<file path="src/rtl/apb_cmd_master.sv">
// APB3 initiator: turns a valid/ready command stream into single APB transfers
// and returns read data / error status on a valid/ready response stream.
//
// state  | meaning
// IDLE   | waiting for a command; cmd_ready high
// SETUP  | PSEL=1, PENABLE=0 for exactly one cycle
// ACCESS | PSEL=PENABLE=1 until PREADY or wait-state timeout
// RESP   | response held until consumer takes it
module apb_cmd_master #(
    parameter int ADDR_W  = 10,
    parameter int TIMEOUT = 256,
    parameter int CNT_W   = 9
) (
    input  logic              PCLK,
    input  logic              PRESETn,
    input  logic              cmd_valid,
    output logic              cmd_ready,
    input  logic              cmd_write,
    input  logic [ADDR_W-1:0] cmd_addr,
    input  logic [31:0]       cmd_wdata,
    output logic              rsp_valid,
    input  logic              rsp_ready,
    output logic [31:0]       rsp_rdata,
    output logic              rsp_err,
    output logic              rsp_timeout,
    output logic              PSEL,
    output logic              PENABLE,
    output logic [ADDR_W-1:0] PADDR,
    output logic              PWRITE,
    output logic [31:0]       PWDATA,
    input  logic [31:0]       PRDATA,
    input  logic              PREADY,
    input  logic              PSLVERR
);

    typedef enum logic [1:0] {
        IDLE   = 2'd0,
        SETUP  = 2'd1,
        ACCESS = 2'd2,
        RESP   = 2'd3
    } state_t;

    localparam logic [CNT_W-1:0] WAIT_LAST = CNT_W'(TIMEOUT - 1);

    state_t           state;
    logic [CNT_W-1:0] wait_cnt;
    logic             timeout_hit;

    // Qualify with PRESETn so no command is accepted while reset is held.
    assign cmd_ready   = (state == IDLE) && PRESETn;
    assign timeout_hit = (TIMEOUT != 0) && (wait_cnt == WAIT_LAST);

    always_ff @(posedge PCLK or negedge PRESETn) begin
        if (!PRESETn) begin
            state       <= IDLE;
            wait_cnt    <= '0;
            PSEL        <= 1'b0;
            PENABLE     <= 1'b0;
            PWRITE      <= 1'b0;
            PADDR       <= '0;
            PWDATA      <= '0;
            rsp_valid   <= 1'b0;
            rsp_rdata   <= '0;
            rsp_err     <= 1'b0;
            rsp_timeout <= 1'b0;
        end else begin
            case (state)
                IDLE: begin
                    if (cmd_valid) begin
                        PADDR  <= cmd_addr;
                        PWRITE <= cmd_write;
                        PWDATA <= cmd_write ? cmd_wdata : 32'h0;
                        PSEL   <= 1'b1;
                        state  <= SETUP;
                    end
                end
                SETUP: begin
                    PENABLE  <= 1'b1;
                    wait_cnt <= '0;
                    state    <= ACCESS;
                end
                ACCESS: begin
                    if (PREADY) begin
                        rsp_rdata   <= PWRITE ? 32'h0 : PRDATA;
                        rsp_err     <= PSLVERR;
                        rsp_timeout <= 1'b0;
                        rsp_valid   <= 1'b1;
                        PSEL        <= 1'b0;
                        PENABLE     <= 1'b0;
                        PWRITE      <= 1'b0;
                        state       <= RESP;
                    end else if (timeout_hit) begin
                        // Hung slave: abandon the transfer and report it.
                        rsp_rdata   <= 32'h0;
                        rsp_err     <= 1'b1;
                        rsp_timeout <= 1'b1;
                        rsp_valid   <= 1'b1;
                        PSEL        <= 1'b0;
                        PENABLE     <= 1'b0;
                        PWRITE      <= 1'b0;
                        state       <= RESP;
                    end else begin
                        wait_cnt <= wait_cnt + CNT_W'(1);
                    end
                end
                RESP: begin
                    if (rsp_ready) begin
                        rsp_valid <= 1'b0;
                        state     <= IDLE;
                    end
                end
                default: state <= IDLE;
            endcase
        end
    end

endmodule

</file>
<file path="config.mk">
export PLATFORM = sky130hd
export DESIGN_NAME = apb_cmd_master
export DESIGN_NICKNAME = d
export VERILOG_FILES = /design/src/rtl/apb_cmd_master.sv
export SDC_FILE = /design/constraint.sdc
export NUM_CORES = 1
export LEC_CHECK = 0
export CAP_MARGIN = 10
export CORE_MARGIN = 2
export CORE_UTILIZATION = 30
export DETAILED_ROUTE_END_ITERATION = 10
export PLACE_DENSITY_LB_ADDON = 0.1
export SYNTH_ARGS = -nofsm -noshare
export SYNTH_HDL_FRONTEND = slang
export SYNTH_SLANG_ARGS = --single-unit
</file>
<file path="constraint.sdc">
create_clock -name PCLK -period 1.8 [get_ports PCLK]
set_input_delay 0.54 -clock PCLK [delete_from_list [all_inputs] [get_ports PCLK]]
set_output_delay 0.54 -clock PCLK [all_outputs]
set_load 0.005 [all_outputs]
</file>
==> metrics.md, run 1 <==
| Metric | Value |
|---|---|
| Starting Density | 30.65% |
| Reg power frac | 36.4% |
| Top post-synthesis cells by area | dfrtp_1, nand2_1, a22o_1 |
| CP startpoint kind | flop |
| Final Hold Vio Count | 0 |
| Yosys top cell by area | dfrtp_1 |
| WL per Instance | 15.05 um |
| Dpl ws | -0.2230 ns |
| Relative slew slack | 56.20% |
| Pleak | 2.834 nW |
| Remaining DRCs | 0 |
| Compound-gate portion of the synthesized area | 12.49% |
| Status | complete, no violations |
| WS Path Type | flop to flop |
| Routed length on met1 | 4.753 mm |
| Hold WC Path Type | primary input to asynchronous set/reset pin |
| Combinational power share | 43.8% |
| CTS tree | built |
| Largest net degree at the start of global routing | 51 |
| Cell Count, Final, Fillers Out | 690 |
| Yosys reg bits | 91 |
| Tmin final | 1.797 ns |
| Clock Sinks | 91 |
| Yosys cell types | 31 |
| Post-cts hold buffer count | 0 |
| Slew Limit Fails | 0 |
| Setup WS post-layout | 0.002828 ns |
| Buffers on Ports | 161 |
| Power Density | 1455 nW/um^2 |
| DRT Pass-1 Iters | 4 |
| Number of global-route vias before repair | 3,258 |
| Final Setup Violations | 0 |
| Net Sw Frac | 30.70% |
| Proportion of synthesized area in mux cells | 0.8191% |
| Gate Count Post-Synth | 351 |
| Most used cell, CP | ha_2 |
| Simple-Gate Fraction of Synth Area | 18.53% |
| Full die area | 13,120 um^2 |
| Clock Latency Late Sink | 0.34 ns |
| Maximum clock frequency | 556.4 MHz |
| Sequential element share of the synthesized area | 62.12% |
| Max Cap Violations | 0 |
| Switching pwr | 0.002706 W |
| CTS Buf Count | 9 |
| Overflow left after global routing | 0 |
| Via density | 4.645 |
| First-pass GRT wire length | 16.50 mm |
| Cell row count | 40 |
| Worst EP arrival | 2.07 ns |
| Final net count | 625 |
| Slew at the pin closest to its max-slew limit | 0.6570 ns |
| Final period util | 99.84% |
| RSZ-0062 raised after global routing | true |
| Total GRT Usage | 16.04% |
| Clock power frac | 19.9% |
| Synth-to-Final Area Change | 65.26% |
| Synthesis warning total | 0 |
| Worst vdd ir | 0.6061 mV |
| Largest family of logic cells by synthesized area | simple AND/OR/NAND/NOR gates |
| Post-Synth Adder-Cell Area | 2.048% |
| CP Cell Sequence | ha_2 -> nand3_2 -> nor2_2 -> ha_2 -> o21a_4 -> or4_1 -> a21oi_2 |
| Root Driver | clkbuf_16 |
| DP HPWL | 7.356 mm |
| Setup crit end kind | flop |
| Core Area | 11,960 um^2 |
| DR top layer | met4 |
| Syn Area/Cell | 10.44 um^2 |
| Max clock buf depth | 2 |
| Initial antenna violation count | 0 |
| Vias | 3,205 |
| Xor/xnor share of the synthesized area | 0% |
| CP max-delay cell | or4_1 |
| Worst clock skew | 0.008997 ns |
| WL met3 | 755 um |
| Tot Pwr | 0.008813 W |
| Mapped Area | 3666 um^2 |
| Synth top area share | 62.12% |
| Placed Cells | 669 |
| Slowest stage delay, CP | 0.48 ns |
| Depth of the CTS H-tree | 3 |
| Worst-path clk slew | 0.06 ns |
| Internal power | 0.006107 W |
| DRT Wirelength | 10.38 mm |
| Data required time of the critical path | 2.07 ns |
| Die Y | 114.5 um |
| Boundary Pins | 162 |
| Worst-case reg-to-reg path depth | 7 |
| Fraction of layout cells with a size suffix above 1 | 14.18% |
| GP Congestion | 0.7774 |
| Syn_nets | 438 |
| Initial DRC count | 145 |
| ANT cells | 0 |
| Met2 WL | 4.708 mm |
| Antenna Nets Post-Route | 0 |
| Die width | 114.5 um |
| Worst Hold Slack | 0.3764 ns |
| Crit Path Max Fanout | 6 |
| Fillers | 1,115 |
[placed cells by master (no fill, tap or decap), types with 2 or more instances in the layout]
cell type	n
buf_4	35
clkdlybuf4s50_1	155
clkbuf_8	2
o22ai_1	2
inv_1	8
a21oi_2	5
clkbuf_16	9
o31ai_1	2
clkbuf_1	3
inv_2	2
or4_1	3
dfrtp_1	91
dlymetal6s2s_1	3
nor2_1	5
nand3_1	36
o21ai_1	3
clkinv_2	2
nand4_1	2
o31ai_2	2
nand2_1	101
nand2b_1	2
ha_2	2
ha_1	3
a22o_1	32
mux2i_1	2
a21oi_1	4
buf_12	4
[critical path, delay by kind of cell, from the launching register on]
family,cells,cell delay [ns]
and+or+nand+nor,3,0.58
adders and majority gates,2,0.40
DFF,1,0.39
AOI/OAI and AO/OA,2,0.35
[path summary, 6_finish.rpt]
| kind | startpoint | end | slack (ns) |
|---|---|---|---|
| worst max-delay path | wait_cnt[1]$_DFFE_PN0P_ | wait_cnt[5]$_DFFE_PN0P_ | 0.003 |
| worst min-delay path | PRESETn | rsp_rdata[18]$_DFFE_PN0P_ | 0.38 |
| worst max register to register | wait_cnt[1]$_DFFE_PN0P_ | wait_cnt[5]$_DFFE_PN0P_ | 0.003 |
| worst min register to register | PWDATA[11]$_DFFE_PN0P_ | PWDATA[11]$_DFFE_PN0P_ | 0.47 |
| max in group asynchronous | PRESETn | rsp_rdata[9]$_DFFE_PN0P_ | 0.92 |
| min in group PCLK | PWDATA[11]$_DFFE_PN0P_ | PWDATA[11]$_DFFE_PN0P_ | 0.47 |
[cell usage after synthesis]
master / number
nand2_1: 101
dfrtp_1: 91
nand3_1: 37
a22o_1: 32
clkbuf_1: 18
inv_1: 10
a21oi_1: 9
ha_1: 6
nor2_1: 6
o21ai_0: 4
o31ai_1: 4
or4_1: 4
mux2i_1: 3
and2_1: 2
buf_2: 2
buf_6: 2
nand2b_1: 2
nand4_1: 2
nor2b_1: 2
o22ai_1: 2
o2bb2ai_1: 2
a221oi_1: 1
a2bb2oi_1: 1
a31oi_1: 1
and3_1: 1
buf_1: 1
clkbuf_2: 1
o21a_4: 1
o21ai_1: 1
o311ai_0: 1
or3_1: 1
[timing repair]
action / CTS / global route
gates cloned: 0 / 0
endpoints found under the setup margin: 6 / 45
setup buffers: 3 / 2
resized for setup: 15 / 17
pin swaps: 9 / 8
[registers in the layout (all words and copies together), names as in the netlist]
signal and cells:
PSEL 1, PWRITE 1, rsp_err 1, state 2
PWDATA 32, PENABLE 1, rsp_valid 1, wait_cnt 9
rsp_rdata 32, rsp_timeout 1, PADDR 10
[per-stage QoR]
step,setup TNS (ns),area [um^2],utilization (%)
floorplan,-0.04096,3671,-
global placement,-4.530,5665,47.36
detailed placement,-5.552,5665,47.36
CTS,-0.03385,5989,50.07
global route,-2.141,6058,50.65
finish,0,6058,50.65
[per-layer routing]
| layer | vias up | track usage [%] |
|---|---|---|
| li1 | 1563 | - |
| met1 | 1528 | 21.79 |
| met2 | 101 | 23.75 |
| met3 | 13 | 5.135 |
| met4 | 0 | 6.423 |
| met5 | - | 0 |
[cell type report]
class	instances	area (um^2)	share of cell area, %
timing repair buffer	200	1957	32.30
tap	147	183.9	3.036
sequential	91	2277	37.59
clock inverter	2	10.01	0.1652
multi-input combinational	226	1329	21.93
inverter	10	37.54	0.6196
clock buffer	14	264.0	4.358
[power groups by stage]
stage               combinational (W)  sequential (W)  clock [W]
global placement              0.00372         0.00322          0
CTS                           0.00386         0.00321    0.00182
floorplan                     0.00138         0.00327          0
detailed placement            0.00378         0.00322          0
finish                        0.00386         0.00321    0.00175
global route                  0.00424         0.00330    0.00190
[cells by family after synthesis]
logic type,Yosys count
adders and majority gates,6
AOI/OAI and AO/OA,59
and+or+nand+nor,158
DFF,91
muxes,3
buffers and inverters,34
(Power assumes the default switching activity.)
==> inputs of run 2 (changes only) <==
- CORE_ASPECT_RATIO: default -> 1.4
==> run 2 against run 1 <==
Against the previous run:
- the flow now finishes with violations (negative setup slack)
- clock power rose by 23%
- die area barely moved
- global-route usage fell by 0.43 points
- clock skew fell by 0.0015 ns
- design area rose by 0.43%
- register-to-register slack barely moved
- sequential share of layout area fell by 0.16 points
- critical path depth did not move
- cell count fell by 0.58%
- routed wire length rose by 0.11%
- setup slack got worse by 0.0074 ns
- total power rose by 4.0%
- critical path type unchanged
- largest cell class unchanged
==> metrics.md, run 2 (same netlist as run 1, synthesis figures left out) <==
| Metric | Value |
|---|---|
| Total GRT Usage | 15.61% |
| WS Path Type | flop to flop |
| Relative slew slack | 54.32% |
| Most common cell after layout, fill and taps aside | clkdlybuf4s50_1 |
| Largest net degree at the start of global routing | 54 |
| Full die area | 13,130 um^2 |
| Max Cap Violations | 0 |
| GP Congestion | 0.7461 |
| WL per Instance | 15.15 um |
| Clock Sinks | 91 |
| Post-layout util | 51.22% |
| Die Y | 134.8 um |
| Slew at the pin closest to its max-slew limit | 0.6852 ns |
| Failing checks | negative setup slack |
| Core Area | 11,880 um^2 |
| DRT Pass-1 Iters | 4 |
| Synth-to-Final Area Change | 65.97% |
| DP HPWL | 7.260 mm |
| Die width | 97.43 um |
| Reg-to-reg critical path startpoint | wait_cnt[0]$_DFFE_PN0P_ |
| Final Hold Vio Count | 0 |
| Pleak | 2.885 nW |
| CP startpoint kind | flop |
| Buffers on Ports | 161 |
| Depth of the CTS H-tree | 3 |
| Remaining DRCs | 0 |
| Fillers | 1,105 |
| Worst Hold Slack | 0.3634 ns |
| Worst clock skew | 0.007466 ns |
| Maximum clock frequency | 554.1 MHz |
| Root Driver | clkbuf_16 |
| Crit path to | wait_cnt[6]$_DFFE_PN0P_ |
| Slew Limit Fails | 0 |
| Overflow left after global routing | 0 |
| Fraction of layout cells with a size suffix above 1 | 12.24% |
| Initial antenna violation count | 0 |
| RSZ-0062 raised after global routing | true |
| Power Density | 1506 nW/um^2 |
| CP startpoint | wait_cnt[0]$_DFFE_PN0P_ |
| Top Registers | PWDATA: 32 flops, rsp_rdata: 32 flops, PADDR: 10 flops |
| Hold WC Path Type | primary input to asynchronous set/reset pin |
| Vias | 3,193 |
| Internal reg-to-reg setup slack | -0.005 ns |
| Clock Latency Late Sink | 0.33 ns |
| CTS tree | built |
| Setup crit end kind | flop |
| DRT Wirelength | 10.39 mm |
| Final period util | 100.3% |
| Data required time of the critical path | 2.06 ns |
| Crit Path Max Fanout | 8 |
| CTS Buf Count | 9 |
| Initial DRC count | 83 |
| Commonest cells after routing, fill and taps aside | clkdlybuf4s50_1, nand2_1, dfrtp_1, nand3_1, a22o_1 |
| Antenna Nets Post-Route | 0 |
| Worst vdd ir | 0.6765 mV |
| Worst-path clk slew | 0.06 ns |
| Cell row count | 47 |
| Via density | 4.655 |
| Final net count | 621 |
| Worst-case reg-to-reg path depth | 7 |
| Max clock buf depth | 2 |
| Tmin final | 1.805 ns |
| Worst EP arrival | 2.07 ns |
| Final Setup Violations | 4 |
| Status | complete, but fails checks |
| Setup TNS | -0.01633 ns |
| Number of global-route vias before repair | 3,219 |
| First-pass GRT wire length | 16.38 mm |
| Boundary Pins | 162 |
| Setup WS post-layout | -0.004599 ns |
| Reg-to-reg critical path endpoint | wait_cnt[6]$_DFFE_PN0P_ |
| ANT cells | 0 |
| Starting Density | 30.86% |
==> run 2: cell count changes in the layout (fill, tap and decap cells not counted), sizes merged <==
cell           previous run  this run
clkbuf                   14        11
bufinv                    0         3
dlymetal6s2s              3         6
clkdlybuf4s50           155       152
buf                      41        37
==> run 2: worst min-delay path by stage <==
stage,end,slack [ns]
2_1_floorplan,PADDR[0]$_DFFE_PN0P_,0.24
3_3_place_gp,PWDATA[23]$_DFFE_PN0P_,0.45
3_5_place_dp,PWDATA[14]$_DFFE_PN0P_,0.45
4_1_cts,wait_cnt[7]$_DFFE_PN0P_,0.39
5_1_grt,wait_cnt[6]$_DFFE_PN0P_,0.42
6_report,wait_cnt[7]$_DFFE_PN0P_,0.36
==> run 2: cell type report <==
| cell class | count | area [um^2] | share of cell area [%] |
|---|---|---|---|
| clock buffers | 11 | 242.7 | 3.989 |
| multi-input cells | 226 | 1300 | 21.37 |
| clock inverters | 5 | 100.1 | 1.645 |
| repair buffers | 196 | 1943 | 31.93 |
| well taps | 147 | 183.9 | 3.023 |
| flip-flops and latches | 91 | 2277 | 37.43 |
| inverters | 10 | 37.54 | 0.6169 |
==> run 2: routing by layer <==
layer / track usage [%] / vias to the layer above / share of wire, %
met5: 0 / - / 0
met4: 6.019 / 0 / 1.4
met1: 19.39 / 1504 / 43
met2: 25.75 / 117 / 50
met3: 4.607 / 9 / 6.1
li1: - / 1563 / -
==> run 2: timing repair <==
item,4_1_cts,5_1_grt
setup buffers,2,3
hold buffers,0,0
gates resized for setup,12,12
endpoints found under the setup margin,6,46
endpoints found under the hold margin,0,0
pin swaps,8,4
==> run 2: power breakdown <==
| part | internal [W] | switching [W] | total, W |
|---|---|---|---|
| Sequential | 0.00280 | 0.000401 | 0.00320 |
| Combinational | 0.00229 | 0.00153 | 0.00382 |
| Clock | 0.00139 | 0.000760 | 0.00215 |
| Total | 0.00648 | 0.00269 | 0.00916 |
==> run 2: metrics by stage <==
step | power, W | worst slack, ns | instance area [um^2] | instances
floorplan | 0.004643 | -0.04096 | 3671 | 351
global placement | 0.006946 | -0.1724 | 5647 | 665
detailed placement | 0.007016 | -0.2065 | 5647 | 665
CTS | 0.009277 | -0.01934 | 6023 | 683
global route | 0.009783 | -0.09204 | 6085 | 686
finish | 0.009163 | -0.004599 | 6085 | 686
==> run 2: critical path: stages, from the launching register on <==
cell and delay (ns):
dfrtp_1 0.39, ha_2 0.20, nand3_2 0.06, nor2_2 0.04, ha_2 0.20, o21a_4 0.22
or4_1 0.48, a21oi_1 0.14
